--- src/rtl/cmp_seq_unit.sv ---
// Sequential magnitude comparator: walks the operands CHUNK bits at a time,
// MSB slice first, and stops at the first differing slice. Signed compares
// are handled by flipping the operand MSBs at capture so that signed order
// maps onto unsigned order.
//
// state     | meaning
// ----------+---------------------------------------------------------
// S_IDLE    | waiting for a request, in_ready high
// S_COMPARE | comparing slice idx_q of the captured operands
// S_DONE    | result and flags held on the outputs until out_ready
module cmp_seq_unit #(
    parameter int WIDTH = 8,
    parameter int CHUNK = 2
) (
    input  logic             clk,
    input  logic             rst_n,
    input  logic             in_valid,
    output logic             in_ready,
    input  logic [WIDTH-1:0] A,
    input  logic [WIDTH-1:0] B,
    input  logic [3:0]       op_sel,
    input  logic             signed_mode,
    output logic             out_valid,
    input  logic             out_ready,
    output logic [WIDTH-1:0] result,
    output logic             eq,
    output logic             lt,
    output logic             gt
);

    localparam int N     = WIDTH / CHUNK;
    localparam int IDX_W = (N > 1) ? $clog2(N) : 1;
    localparam logic [WIDTH-1:0] MSB_MASK = WIDTH'(1) << (WIDTH - 1);
    localparam logic [IDX_W-1:0] IDX_TOP  = IDX_W'(N - 1);

    typedef enum logic [1:0] {
        S_IDLE    = 2'd0,
        S_COMPARE = 2'd1,
        S_DONE    = 2'd2
    } state_t;

    state_t            state_q, state_d;
    logic [IDX_W-1:0]  idx_q, idx_d;
    logic [WIDTH-1:0]  a_q, a_d;
    logic [WIDTH-1:0]  b_q, b_d;
    logic [3:0]        op_q, op_d;
    logic              eq_q, eq_d;
    logic              lt_q, lt_d;
    logic              gt_q, gt_d;
    logic              pred_q, pred_d;

    logic [CHUNK-1:0]  slice_a, slice_b;
    logic              slice_lt;

    function automatic logic pred_f(input logic [3:0] op, input logic e,
                                    input logic l, input logic g);
        logic p;
        case (op)
            4'b0111: p = e;
            4'b1001: p = !e;
            4'b1010: p = g;
            4'b1011: p = l;
            4'b1110: p = g | e;
            4'b1111: p = l | e;
            default: p = 1'b0;
        endcase
        return p;
    endfunction

    // Select the slice currently under comparison.
    always_comb begin
        slice_a = '0;
        slice_b = '0;
        for (int i = 0; i < N; i++) begin
            if (idx_q == IDX_W'(i)) begin
                slice_a = a_q[i*CHUNK +: CHUNK];
                slice_b = b_q[i*CHUNK +: CHUNK];
            end
        end
        slice_lt = (slice_a < slice_b);
    end

    // Next-state logic: capture, slice walk with early exit, hold until taken.
    always_comb begin
        state_d = state_q;
        idx_d   = idx_q;
        a_d     = a_q;
        b_d     = b_q;
        op_d    = op_q;
        eq_d    = eq_q;
        lt_d    = lt_q;
        gt_d    = gt_q;
        pred_d  = pred_q;
        case (state_q)
            S_IDLE: begin
                if (in_valid) begin
                    a_d     = signed_mode ? (A ^ MSB_MASK) : A;
                    b_d     = signed_mode ? (B ^ MSB_MASK) : B;
                    op_d    = op_sel;
                    idx_d   = IDX_TOP;
                    state_d = S_COMPARE;
                end
            end
            S_COMPARE: begin
                if (slice_a != slice_b) begin
                    eq_d    = 1'b0;
                    lt_d    = slice_lt;
                    gt_d    = !slice_lt;
                    pred_d  = pred_f(op_q, 1'b0, slice_lt, !slice_lt);
                    state_d = S_DONE;
                end else if (idx_q == '0) begin
                    eq_d    = 1'b1;
                    lt_d    = 1'b0;
                    gt_d    = 1'b0;
                    pred_d  = pred_f(op_q, 1'b1, 1'b0, 1'b0);
                    state_d = S_DONE;
                end else begin
                    idx_d = idx_q - IDX_W'(1);
                end
            end
            S_DONE: begin
                if (out_ready) begin
                    eq_d    = 1'b0;
                    lt_d    = 1'b0;
                    gt_d    = 1'b0;
                    pred_d  = 1'b0;
                    state_d = S_IDLE;
                end
            end
            default: begin
                state_d = S_IDLE;
            end
        endcase
    end

    // State and datapath registers with synchronous active-low reset.
    always_ff @(posedge clk) begin
        if (!rst_n) begin
            state_q <= S_IDLE;
            idx_q   <= '0;
            a_q     <= '0;
            b_q     <= '0;
            op_q    <= '0;
            eq_q    <= 1'b0;
            lt_q    <= 1'b0;
            gt_q    <= 1'b0;
            pred_q  <= 1'b0;
        end else begin
            state_q <= state_d;
            idx_q   <= idx_d;
            a_q     <= a_d;
            b_q     <= b_d;
            op_q    <= op_d;
            eq_q    <= eq_d;
            lt_q    <= lt_d;
            gt_q    <= gt_d;
            pred_q  <= pred_d;
        end
    end

    // Flags are only ever non-zero while in S_DONE, so they drive out directly.
    always_comb begin
        in_ready  = (state_q == S_IDLE);
        out_valid = (state_q == S_DONE);
        result    = WIDTH'(pred_q);
        eq        = eq_q;
        lt        = lt_q;
        gt        = gt_q;
    end

endmodule

--- config.mk ---
export PLATFORM = sky130hd
export DESIGN_NAME = cmp_seq_unit
export DESIGN_NICKNAME = d
export VERILOG_FILES = /design/src/rtl/cmp_seq_unit.sv
export SDC_FILE = /design/constraint.sdc
export NUM_CORES = 1
export LEC_CHECK = 0
export BUFFER_PORTS_ARGS = -buffer_cell sky130_fd_sc_hd__buf_2
export CAP_MARGIN = 0
export CELL_PAD_IN_SITES_DETAIL_PLACEMENT = 1
export CELL_PAD_IN_SITES_GLOBAL_PLACEMENT = 1
export CORE_MARGIN = 5
export CORE_UTILIZATION = 30
export CTS_CLUSTER_DIAMETER = 30
export DETAILED_ROUTE_END_ITERATION = 6
export GPL_ROUTABILITY_DRIVEN = 0
export PLACE_DENSITY_LB_ADDON = 0.1
export SLEW_MARGIN = 20
export SYNTH_ARGS = -nofsm -noshare
export SYNTH_HDL_FRONTEND = slang
export SYNTH_SLANG_ARGS = --single-unit
--- constraint.sdc ---
create_clock -name clk -period 7.15 [get_ports clk]
set_clock_uncertainty 0.05 [all_clocks]
set_input_delay 1.43 -clock clk [delete_from_list [all_inputs] [get_ports clk]]
set_output_delay 1.43 -clock clk [all_outputs]
set_load 0.02 [all_outputs]
==> impl_metrics.json <==
{
  "status": "finished, final reports clean",
  "route.detailed.drc": 0,
  "period_needed_ps": 2820,
  "pwr_density_cell_nw_per_um2": 231,
  "tns_ps": 0,
  "grt.total_usage_pct": 11.7,
  "cts_made_buffers": 3,
  "slew_viol_final": 0,
  "seqPwrFrac_pct": 47.0,
  "cts_resized": 0,
  "cap_violations": 0,
  "power.share.combinational_pct": 27.1,
  "die_w_um": 79.6,
  "regArea_um2": 561,
  "r2r-end": "pred_q",
  "crit_path_end": "out_valid",
  "clock_latency_ps": 270,
  "crit_required_ps": 5670,
  "synth_ff_type": "dfxtp_1",
  "post_cts_buffers": 0,
  "cp_num_buf_inv": 2,
  "avgViaCountPerCell": 4.59,
  "internal-power_mw": 0.261,
  "critical_path.cell_chain": "or2b_2 > inv_2 > buf_2",
  "initial_core_util_pct": 30.8,
  "dpl.cell_count": 268,
  "ys_warn_count": 0,
  "pin_count": 38,
  "clkPwrFrac_pct": 25.9,
  "fillCellCount": 593,
  "rrSetupSlack_ps": 4550,
  "synth_edf_count": 0,
  "finalCritPeriodShare_pct": 39.4,
  "crit_start": "state_q[1]",
  "multi_input_area_um2": 798,
  "grt_first_pass_wirelength_um": 5950,
  "synthTopCellsByArea": "dfxtp_1 39%, nand2_1 12%, a21oi_1 10%, buf_4 5.2%, ha_1 5.2%",
  "drt-initial-drc-count": 29,
  "clkSlewWorstSetupHoldPaths_ps": 100,
  "layout_commonest_cell": "nand2_1",
  "nets": 237,
  "critPathMaxStageDelay_ps": 460,
  "syn2layout_area_growth_pct": 14.6,
  "antenna_found_initial": 0,
  "vdd_drop_max_mv": 0.0955,
  "cts_buffer_depth": 2,
  "tightest_slew_ps": 885,
  "n_antenna_cell": 0,
  "layout.core_utilization_pct": 35.3,
  "syn_area_um2": 1450,
  "die_h_um": 79.6,
  "arrival_ps": 1340,
  "setup_violations": 0,
  "yosys.area.top_type": "dfxtp_1",
  "vias": 1249,
  "async_reset_ff_share_pct": 0,
  "cp.depth": 3,
  "hold_depth": 2,
  "ys_seq_elements": 28,
  "synth_top_area_share_pct": 38.6,
  "grt_max_degree": 26,
  "clock-sinks": 28,
  "globalRouteOverflowTotal": 0,
  "cts_root_buffer": "clkbuf_8",
  "fmax_mhz": 355,
  "cts_tree": "done",
  "p_leak_nw": 0.708,
  "grt_pass1_vias": 1317,
  "power_switching_mw": 0.124,
  "dieArea_um2": 6340,
  "port_buffers": 30,
  "min_path_type": "register to register",
  "stdcell_count": 272,
  "layout-drive-gt1-share_pct": 21.5,
  "synthCells": 179,
  "htreeDepth": 1,
  "worstReg2RegStart": "idx_q[0]",
  "syn_area_per_cell_um2": 8.12,
  "end_kind": "output port",
  "ys_types": 38,
  "avgRoutedWirePerCell_um": 12.9,
  "startpoint_type": "register",
  "drtPass1Iterations": 3,
  "row_count": 25,
  "swShare_pct": 32.3,
  "rsz0062_at_grt": "no",
  "mostFrequentLayoutCells": "46 x nand2_1, 30 x buf_2, 29 x a21oi_1",
  "dp_hpwl_um": 2690,
  "slowest_stage": "dfxtp_1",
  "yosysSeqAreaShare_pct": 38.6,
  "slew_headroom_pct": 41.0,
  "hold_viol_final": 0,
  "wl_um": 3500,
  "critical-path-top-delay-family": "flip-flops",
  "postCtsHoldBufs": 0,
  "ff2ff_path_depth": 11,
  "core_region_area_um2": 4720,
  "cp_max_fo": 7,
  "crit_type": "register to output port",
  "drtAntennaViolNets": 0
}
[kinds of logic (layout without fill, tap and decap cells)]
logic type                 after synthesis  count (layout)  share of synthesized area [%]
other                                    1               7                          0.258
buffers and inverters                   19              39                           8.09
AOI/OAI and AO/OA                       47              47                           19.5
xor gates and xnor gates                 2               2                           1.21
and+or+nand+nor                         71              71                           23.8
muxes                                    5               5                           3.44
DFF                                     28              28                           38.6
adders and majority gates                6               6                           5.16
[final cells by class]
| class | count | area share, % |
|---|---|---|
| Tap cell | 67 | 5.03 |
| Timing Repair Buffer | 30 | 9.01 |
| Inverter | 5 | 1.13 |
| Sequential cell | 28 | 33.6 |
| Clock buffer | 4 | 3.30 |
| Multi-Input combinational cell | 138 | 47.9 |
[tightest hold or removal path: cells and delay by family, from the launching register on]
family,cells,cell delay (ps)
flip-flops,1,320
AO/OA/AOI/OAI,1,60
AND/OR/NAND/NOR,1,50
[layer usage]
metal | track usage, % | routed length (um) | up-vias
li1 | - | - | 643
met1 | 13.7 | 1540 | 580
met2 | 22.0 | 1800 | 22
met3 | 1.92 | 134 | 4
met4 | 2.58 | 29 | 0
met5 | 0 | 0 | -
[sequential cells by signal, indices dropped and copies added (netlist names)]
name and cells:
b_q 8, pred_q 1, state_q 2, gt 1
a_q 8, eq 1, lt 1, idx_q 2
op_q 4
[cells in the mapped netlist (2+ instances only)]
cell type and count:
a211oi_1 2, a211oi_2 2, a21oi_1 29, and2b_1 2, and3b_1 3, buf_4 10
dfxtp_1 28, ha_1 6, inv_1 4, mux2i_1 5, nand2_1 46, nand2b_1 4
nand3b_1 2, nor2_1 4, nor2_2 2, o21ai_0 7, xnor2_1 2
[power by group through the flow]
| stage | sequential, mW | combinational, mW | clock [mW] |
|---|---|---|---|
| global placement | 0.184 | 0.103 | 0 |
| global route | 0.183 | 0.120 | 0.110 |
| floorplan | 0.183 | 0.0836 | 0 |
| finish | 0.181 | 0.104 | 0.0998 |
| CTS | 0.181 | 0.107 | 0.105 |
| detailed placement | 0.185 | 0.106 | 0 |
[worst min-delay path by stage]
stage            from  slack (ps)  endpoint
3_3_place_gp       gt         380        gt
6_report       b_q[1]         420    b_q[1]
2_1_floorplan  a_q[0]         380    a_q[0]
5_1_grt        b_q[4]         440    b_q[4]
4_1_cts        b_q[6]         420    b_q[6]
3_5_place_dp   b_q[6]         400    b_q[6]
[stage by stage]
step           hold slack, ps  total power, mW  setup slack [ps]  instance area, um2
3_3_place_gp              384            0.287              4460                1610
5_1_grt                   442            0.413              4260                1670
2_1_floorplan             382            0.267              4850                1480
6_report                  417            0.385              4330                1670
3_5_place_dp              404            0.291              4370                1610
4_1_cts                   421            0.393              4310                1670
(Power assumes the default switching activity.)
